## config.mk

```make
export PLATFORM = sky130hd
export DESIGN_NAME = llkid_key_loader
export DESIGN_NICKNAME = d
export VERILOG_FILES = /design/src/rtl/llkid_key_loader.sv
export SDC_FILE = /design/constraint.sdc
export NUM_CORES = 1
export LEC_CHECK = 0
export ABC_AREA = 0
export BUFFER_PORTS_ARGS = -buffer_cell sky130_fd_sc_hd__buf_2
export CAP_MARGIN = 10
export CORE_AREA = 2 2 75 149
export DETAILED_ROUTE_END_ITERATION = 7
export DIE_AREA = 0 0 77 151
export PLACE_DENSITY = 0.76
export SLEW_MARGIN = 20
export SYNTH_ARGS = -nofsm -noshare
export SYNTH_HDL_FRONTEND = slang
export SYNTH_SLANG_ARGS = --single-unit
```

## constraint.sdc

```tcl
create_clock -name clk -period 3.3 [get_ports clk]
set_input_delay 0 -clock clk [delete_from_list [all_inputs] [get_ports clk]]
set_output_delay 0 -clock clk [all_outputs]
set_load 0.02 [all_outputs]
```

## src/rtl/llkid_key_loader.sv

```systemverilog
`timescale 1ns/1ps
// LLKI discrete key interface initiator: fetches 64-bit key words from a synchronous
// key store, hands them to a TSS block under valid/ready, and reports a status code.
module llkid_key_loader #(
   parameter int MAX_WORDS = 32,
   parameter int ADDR_W    = 8,
   parameter int TIMEOUT   = 1024
) (
   input  logic                           clk,
   input  logic                           rst,
   input  logic                           cmd_valid,
   output logic                           cmd_ready,
   input  logic                           cmd_clear,
   input  logic [ADDR_W-1:0]              cmd_base_addr,
   input  logic [$clog2(MAX_WORDS+1)-1:0] cmd_num_words,
   output logic                           key_rd_en,
   output logic [ADDR_W-1:0]              key_rd_addr,
   input  logic [63:0]                    key_rd_data,
   output logic [63:0]                    llkid_key_data,
   output logic                           llkid_key_valid,
   input  logic                           llkid_key_ready,
   input  logic                           llkid_key_complete,
   output logic                           llkid_clear_key,
   input  logic                           llkid_clear_key_ack,
   output logic                           resp_valid,
   output logic [1:0]                     resp_status,
   output logic                           busy
);

   localparam int NW = $clog2(MAX_WORDS + 1);
   localparam int TW = $clog2(TIMEOUT);

   typedef enum logic [2:0] {
      S_IDLE, S_FETCH, S_CAPTURE, S_SEND, S_WAIT_CPL, S_CLEAR, S_RESP
   } state_t;

   typedef enum logic [1:0] {
      ST_OK = 2'b00, ST_TMO = 2'b01, ST_LEN = 2'b10, ST_PROTO = 2'b11
   } status_t;

   state_t              state_q;
   status_t             resp_status_q;
   logic [ADDR_W-1:0]   base_q;
   logic [NW-1:0]       num_q;
   logic [NW-1:0]       idx_q;
   logic [NW-1:0]       idx_d;
   logic [TW-1:0]       tmo_q;
   logic [TW-1:0]       tmo_d;
   logic                cmd_ready_q;
   logic                busy_q;
   logic                rd_en_q;
   logic [ADDR_W-1:0]   rd_addr_q;
   logic [63:0]         key_data_q;
   logic                key_valid_q;
   logic                clear_q;
   logic                resp_valid_q;
   logic                last_w;
   logic                tmo_exp;
   logic                cmd_bad;

   always_comb begin
      idx_d   = idx_q + 1'b1;
      tmo_d   = tmo_q + 1'b1;
      last_w  = (idx_q == num_q - 1'b1);
      tmo_exp = (tmo_q == TW'(TIMEOUT - 1));
      cmd_bad = (cmd_num_words == '0) || (cmd_num_words > NW'(MAX_WORDS));
   end

   always_ff @(posedge clk or posedge rst) begin
      if (rst) begin
         state_q       <= S_IDLE;
         resp_status_q <= ST_OK;
         base_q        <= '0;
         num_q         <= '0;
         idx_q         <= '0;
         tmo_q         <= '0;
         cmd_ready_q   <= 1'b1;
         busy_q        <= 1'b0;
         rd_en_q       <= 1'b0;
         rd_addr_q     <= '0;
         key_data_q    <= '0;
         key_valid_q   <= 1'b0;
         clear_q       <= 1'b0;
         resp_valid_q  <= 1'b0;
      end else begin
         rd_en_q      <= 1'b0;
         resp_valid_q <= 1'b0;
         tmo_q        <= tmo_d;
         case (state_q)
            S_IDLE: begin
               if (cmd_valid && cmd_ready_q) begin
                  cmd_ready_q <= 1'b0;
                  busy_q      <= 1'b1;
                  base_q      <= cmd_base_addr;
                  num_q       <= cmd_num_words;
                  idx_q       <= '0;
                  if (cmd_clear) begin
                     clear_q <= 1'b1;
                     tmo_q   <= '0;
                     state_q <= S_CLEAR;
                  end else if (cmd_bad) begin
                     resp_valid_q  <= 1'b1;
                     resp_status_q <= ST_LEN;
                     state_q       <= S_RESP;
                  end else begin
                     rd_en_q   <= 1'b1;
                     rd_addr_q <= cmd_base_addr;
                     state_q   <= S_FETCH;
                  end
               end
            end
            S_FETCH, S_CAPTURE: begin
               if (llkid_key_complete) begin
                  resp_valid_q  <= 1'b1;
                  resp_status_q <= ST_PROTO;
                  state_q       <= S_RESP;
               end else if (state_q == S_FETCH) begin
                  state_q <= S_CAPTURE;
               end else begin
                  key_data_q  <= key_rd_data;
                  key_valid_q <= 1'b1;
                  tmo_q       <= '0;
                  state_q     <= S_SEND;
               end
            end
            S_SEND: begin
               // Last-word transfer outranks complete; any other complete aborts.
               if (llkid_key_ready && last_w) begin
                  key_valid_q <= 1'b0;
                  tmo_q       <= '0;
                  state_q     <= S_WAIT_CPL;
               end else if (llkid_key_complete) begin
                  key_valid_q   <= 1'b0;
                  resp_valid_q  <= 1'b1;
                  resp_status_q <= ST_PROTO;
                  state_q       <= S_RESP;
               end else if (llkid_key_ready) begin
                  key_valid_q <= 1'b0;
                  idx_q       <= idx_d;
                  rd_en_q     <= 1'b1;
                  rd_addr_q   <= base_q + ADDR_W'(idx_d);
                  state_q     <= S_FETCH;
               end else if (tmo_exp) begin
                  key_valid_q   <= 1'b0;
                  resp_valid_q  <= 1'b1;
                  resp_status_q <= ST_TMO;
                  state_q       <= S_RESP;
               end
            end
            S_WAIT_CPL: begin
               if (llkid_key_complete || tmo_exp) begin
                  resp_valid_q  <= 1'b1;
                  resp_status_q <= llkid_key_complete ? ST_OK : ST_TMO;
                  state_q       <= S_RESP;
               end
            end
            S_CLEAR: begin
               if (llkid_clear_key_ack || tmo_exp) begin
                  clear_q       <= 1'b0;
                  resp_valid_q  <= 1'b1;
                  resp_status_q <= llkid_clear_key_ack ? ST_OK : ST_TMO;
                  state_q       <= S_RESP;
               end
            end
            S_RESP: begin
               cmd_ready_q <= 1'b1;
               busy_q      <= 1'b0;
               state_q     <= S_IDLE;
            end
            default: state_q <= S_IDLE;
         endcase
      end
   end

   assign cmd_ready       = cmd_ready_q;
   assign busy            = busy_q;
   assign key_rd_en       = rd_en_q;
   assign key_rd_addr     = rd_addr_q;
   assign llkid_key_data  = key_data_q;
   assign llkid_key_valid = key_valid_q;
   assign llkid_clear_key = clear_q;
   assign resp_valid      = resp_valid_q;
   assign resp_status     = resp_status_q;

endmodule

```

# After elaboration in Yosys (flattened, before gate mapping)
# Index checks and enable logic that the tools add are counted.
# totals
register_bits,113
# classes
add_sub_neg,4
order_cmp,1
n_eq_ne,24
n_mux,76
bitwise,2
reduce_logical,22
# ops
op,count
$mux 10,5
$mux 8,6
$mux 1,30
$mux 3,10
$pmux 10 s3,1
$ne 2x2->1 const B,13
$mux 6,4
$mux 2,10
$pmux 8 s2,1
$pmux 3 s5,1
$pmux 6 s2,1
$reduce_and 4->1,3
$add 10x1->10 const B,1
$eq 10x10->1 const B,1
$pmux 1 s2,5
$pmux 2 s5,1
$reduce_and 10->1,1
$eq 3x3->1 const B,3
$add 8x6->8,1
$reduce_bool 2->1,4
$reduce_and 7->1,1
$add 6x1->6 const B,1
$eq 3x2->1 const B,2
$eq 6x6->1,1
other kinds (16),22

# Depth between registers and ports, before layout
# logic_depth
ltp_word,6
mapped_depth,10

# Worst setup path after synthesis
# OpenSTA, ideal clock, no wires.
# synth_timing
path_type,reg2reg
startpoint,reg idx_q[0]
endpoint,reg rd_addr_q[6] (netlist: key_rd_addr[6])
setup_time_ns,0.125
arrival_time_ns,2.222
t_required_ns,3.175
setup_slack_ns,0.953
stages_incl_launch_ff,9
path_buffers,0
cell_sequence,dfrtp_1 ha_1 fa_1 a21o_1 a31o_2 a21oi_1 xor2_1 o21ai_0 mux2_4
# synth_via
elab_chain_cells,6
word_cells_on_any_way,10
cone_classes,add/sub: 2; eq/ne: 2; mux: 4; reduce/logical: 2
# synth_lines
item,line,source
from (decl),45,logic [NW-1:0] idx_q;
from (signal assigned),139,idx_q <= idx_d;
$add 6x1->6,62,idx_d = idx_q + 1'b1;
$add 8x6->8,141,rd_addr_q <= base_q + ADDR_W'(idx_d);
$mux 8,137,end else if (llkid_key_ready) begin
$mux 8,132,end else if (llkid_key_complete) begin
$mux 8,128,if (llkid_key_ready && last_w) begin
$pmux 8 s2,89,case (state_q)
to (signal assigned),107,rd_addr_q <= cmd_base_addr;
to (signal assigned),141,
to (decl),52,logic [ADDR_W-1:0] rd_addr_q;
# Parallel ways exist; a longest one is shown, timed or not. The select of a mux whose other input is x is not followed.
# A chain may end at the register's enable or synchronous reset.

# Worst setup path in the final report
# Same ends and word-level chain as after synthesis.

==> flow_summary.json <==
{
  "dieHeight_um": 151,
  "grt_overflow": 0,
  "outcome": "completed",
  "io_pins": 165,
  "dieWidth_um": 77,
  "cp_common_cell": "ha_1",
  "dr.pass1.iters": 5,
  "maxSlewViolCount": 0,
  "place.gp.congestion": 0.861,
  "post_drt_wl_per_cell_um": 19.3,
  "total_power_mw": 7.66,
  "path_class": "flop to flop",
  "rsz0062_at_grt": "no",
  "core_area_mm2": 0.0105,
  "timing.hold.ws_ns": 0.121,
  "r2r_start": "idx_q[0]$_DFFE_PP0P_",
  "syn_inst": 427,
  "final_area_mm2": 0.00771,
  "worstSetupEndpointType": "flop",
  "drc": 0,
  "synth_area_per_cell_um2": 12.3,
  "p_leak_nw": 3.63,
  "final_common_cell": "buf_2",
  "async_reset_ff_share_pct": 100,
  "dp_hpwl_mm": 9.33,
  "dr_total_vias": 4446,
  "r2r-end": "key_rd_addr[6]$_DFFE_PP0P_",
  "fin_util_pct": 73.5,
  "cap_violations": 0,
  "fin_crit_ns": 2.66,
  "post_cts_buffers": 0,
  "setup_violations": 0,
  "antenna_found_initial": 1,
  "path_delay_family": "compound AO/OA/AOI/OAI gates",
  "required_ns": 3.59,
  "timing.fmax_mhz": 375,
  "drt_iter0_markers": 181,
  "yosys_warnings": 0,
  "rrSetupSlack_ns": 0.64,
  "synth_area_mm2": 0.00526,
  "ys_types": 55,
  "cpPeakStageDelay_ns": 0.44,
  "routed_wl_mm": 16.0,
  "tns_ns": 0,
  "io_buffers": 164,
  "ys_ff_latch": 113,
  "worstPathArrival_ns": 2.96,
  "fin_crit_sh_pct": 80.7,
  "tritoncts": "built",
  "worst_pin_slew_ns": 0.804,
  "path_clk_slew_ns": 0.05,
  "layout.nets": 773,
  "dieArea_mm2": 0.0116,
  "num_rows": 53,
  "place_area_mm2": 0.00622,
  "grt_pass1_wl_mm": 24.9,
  "cts.sinks": 113,
  "critical_path_depth": 10,
  "ant_nets": 0,
  "drive_gt1_share_pct": 43.4,
  "clk_latency_ns": 0.41,
  "grt_pass1_vias": 4847,
  "crit_path_start_kind": "flop",
  "critPathLaunch": "idx_q[0]$_DFFE_PP0P_",
  "yosysTopAreaCell": "dfrtp_1",
  "path_cells": "ha_1 -> nand3_1 -> xnor2_1 -> ha_1 -> a21o_1 -> a31o_2 -> a21oi_1 -> xor2_1 -> o21ai_0 -> mux2_4",
  "finClkSkew_ns": 0.0141,
  "p_per_area_mw_per_mm2": 995,
  "path_buf_inv": 0,
  "ys_seq_area_share_pct": 53.7,
  "cts-root-buf": "clkbuf_16",
  "syn_to_final_growth_pct": 46.4,
  "ir_worst_vdd_v": 0.000710,
  "via_per_inst": 5.36,
  "slew_headroom_pct": 46.4,
  "synth_edf_count": 0,
  "hold_viol": 0,
  "min_path_type": "primary input to flop",
  "grt_max_degree": 114,
  "ys.flop_type": "dfrtp_1",
  "start_util_pct": 50.2,
  "path_max_fanout": 6,
  "critPathSlowestCell": "dfrtp_1",
  "numCtsBuffers": 17,
  "r2r.worst_path.cells": 10,
  "cp-endpoint": "key_rd_addr[6]$_DFFE_PP0P_",
  "grt_use_total_pct": 28.2,
  "synth_area_leaders": "dfrtp_1 53%, mux2_2 17%, xnor2_1 2.7%",
  "final_cell_mix": "164 x buf_2, 112 x dfrtp_1, 83 x dlygate4sd3_1",
  "synth_top_area_share_pct": 53.2,
  "htreeDepth": 4,
  "syn-num-nets": 522,
  "clk_path_buf_depth": 2
}
==> flip-flops by register name, indices dropped and copies added, names as in the netlist <==
| name | cells |
|---|---|
| busy | 1 |
| llkid_key_data | 64 |
| tmo_q | 10 |
| num_q | 6 |
| llkid_clear_key | 1 |
| state_q | 3 |
| base_q | 8 |
| llkid_key_valid | 1 |
| cmd_ready | 1 |
| resp_status | 2 |
| idx_q | 6 |
| key_rd_addr | 8 |
| resp_valid | 1 |
| key_rd_en | 1 |
==> cell type report <==
class | count | area, um^2
flip-flops and latches | 113 | 2830
fillers | 695 | 2770
multi-input cells | 282 | 2300
repair buffers | 251 | 1690
clock buffers | 17 | 425
clock inverters | 15 | 230
well taps | 137 | 171
inverters | 13 | 51.3
diodes | 1 | 2.50
==> synth_stat cells, drive strengths merged (2+ instances only) <==
cell	instances
and3	3
o31ai	2
or3	2
dfrtp	112
o21ai	15
o311ai	2
mux2	85
nor3b	4
a211oi	2
nor4	2
and2	2
nor2	26
nor3	5
nand4	3
nand3	8
clkbuf	8
buf	11
nand2	26
ha	9
xor2	11
a22o	4
xnor2	16
nor2b	5
a21oi	16
or4	2
a21o	8
a31oi	6
inv	13
or2	2
==> timing repair <==
item	4_1_cts	5_1_grt
hold buffers	83	0
hold endpoints to repair	203	0
resized for setup	0	0
setup endpoints to repair	0	0
==> how the worst min path moves through the flow <==
| stage | to | cells past startpoint | start |
|---|---|---|---|
| 6_report | state_q[2]$_DFFE_PP0P_ | 4 | cmd_clear |
| 5_1_grt | state_q[2]$_DFFE_PP0P_ | 4 | cmd_clear |
| 4_1_cts | state_q[2]$_DFFE_PP0P_ | 4 | cmd_clear |
| 3_5_place_dp | llkid_key_data[50]$_DFFE_PP0P_ | 3 | rst |
| 3_3_place_gp | llkid_key_data[39]$_DFFE_PP0P_ | 3 | rst |
| 2_1_floorplan | base_q[7]$_DFFE_PP0P_ | 2 | cmd_base_addr[7] |
==> logic make-up (layout without fill, tap and decap cells) <==
group | count (synthesis) | after routing | share of synthesized area (%)
other | 0 | 1 | 0
muxes | 85 | 85 | 18.7
AOI/OAI and AO/OA | 67 | 67 | 8.58
buffers and inverters | 32 | 296 | 2.66
DFF | 113 | 113 | 53.7
xor gates and xnor gates | 27 | 27 | 4.49
adders and majority gates | 10 | 10 | 2.52
and+or+nand+nor | 93 | 93 | 9.32
==> layer usage <==
metal / up-vias / track usage [%] / share of wire (%)
met3: 50 / 8.46 / 6.6
met5: - / 0 / 0
met4: 0 / 14.8 / 4.4
li1: 2020 / - / -
met2: 203 / 54.1 / 57
met1: 2173 / 26.4 / 32
==> through the flow <==
step / instances / setup WS, ns
finish: 829 / 0.636
global route: 829 / 0.420
CTS: 828 / 0.647
detailed placement: 713 / 0.753
global placement: 713 / 0.779
floorplan: 427 / 0.314
==> report_power, final <==
part           internal (mW)  total, mW  switching [mW]
registers               2.02       2.54           0.514
logic                   1.35       3.09            1.74
clock network           1.35       2.04           0.693
total                   4.72       7.66            2.94
==> tightest hold or removal path, stage by stage <==
cell and delay [ns]:
buf_2 0.14, nand3b_1 0.15, o311ai_0 0.10, a31oi_1 0.09
No activity file was read; power rests on OpenSTA's default activity.
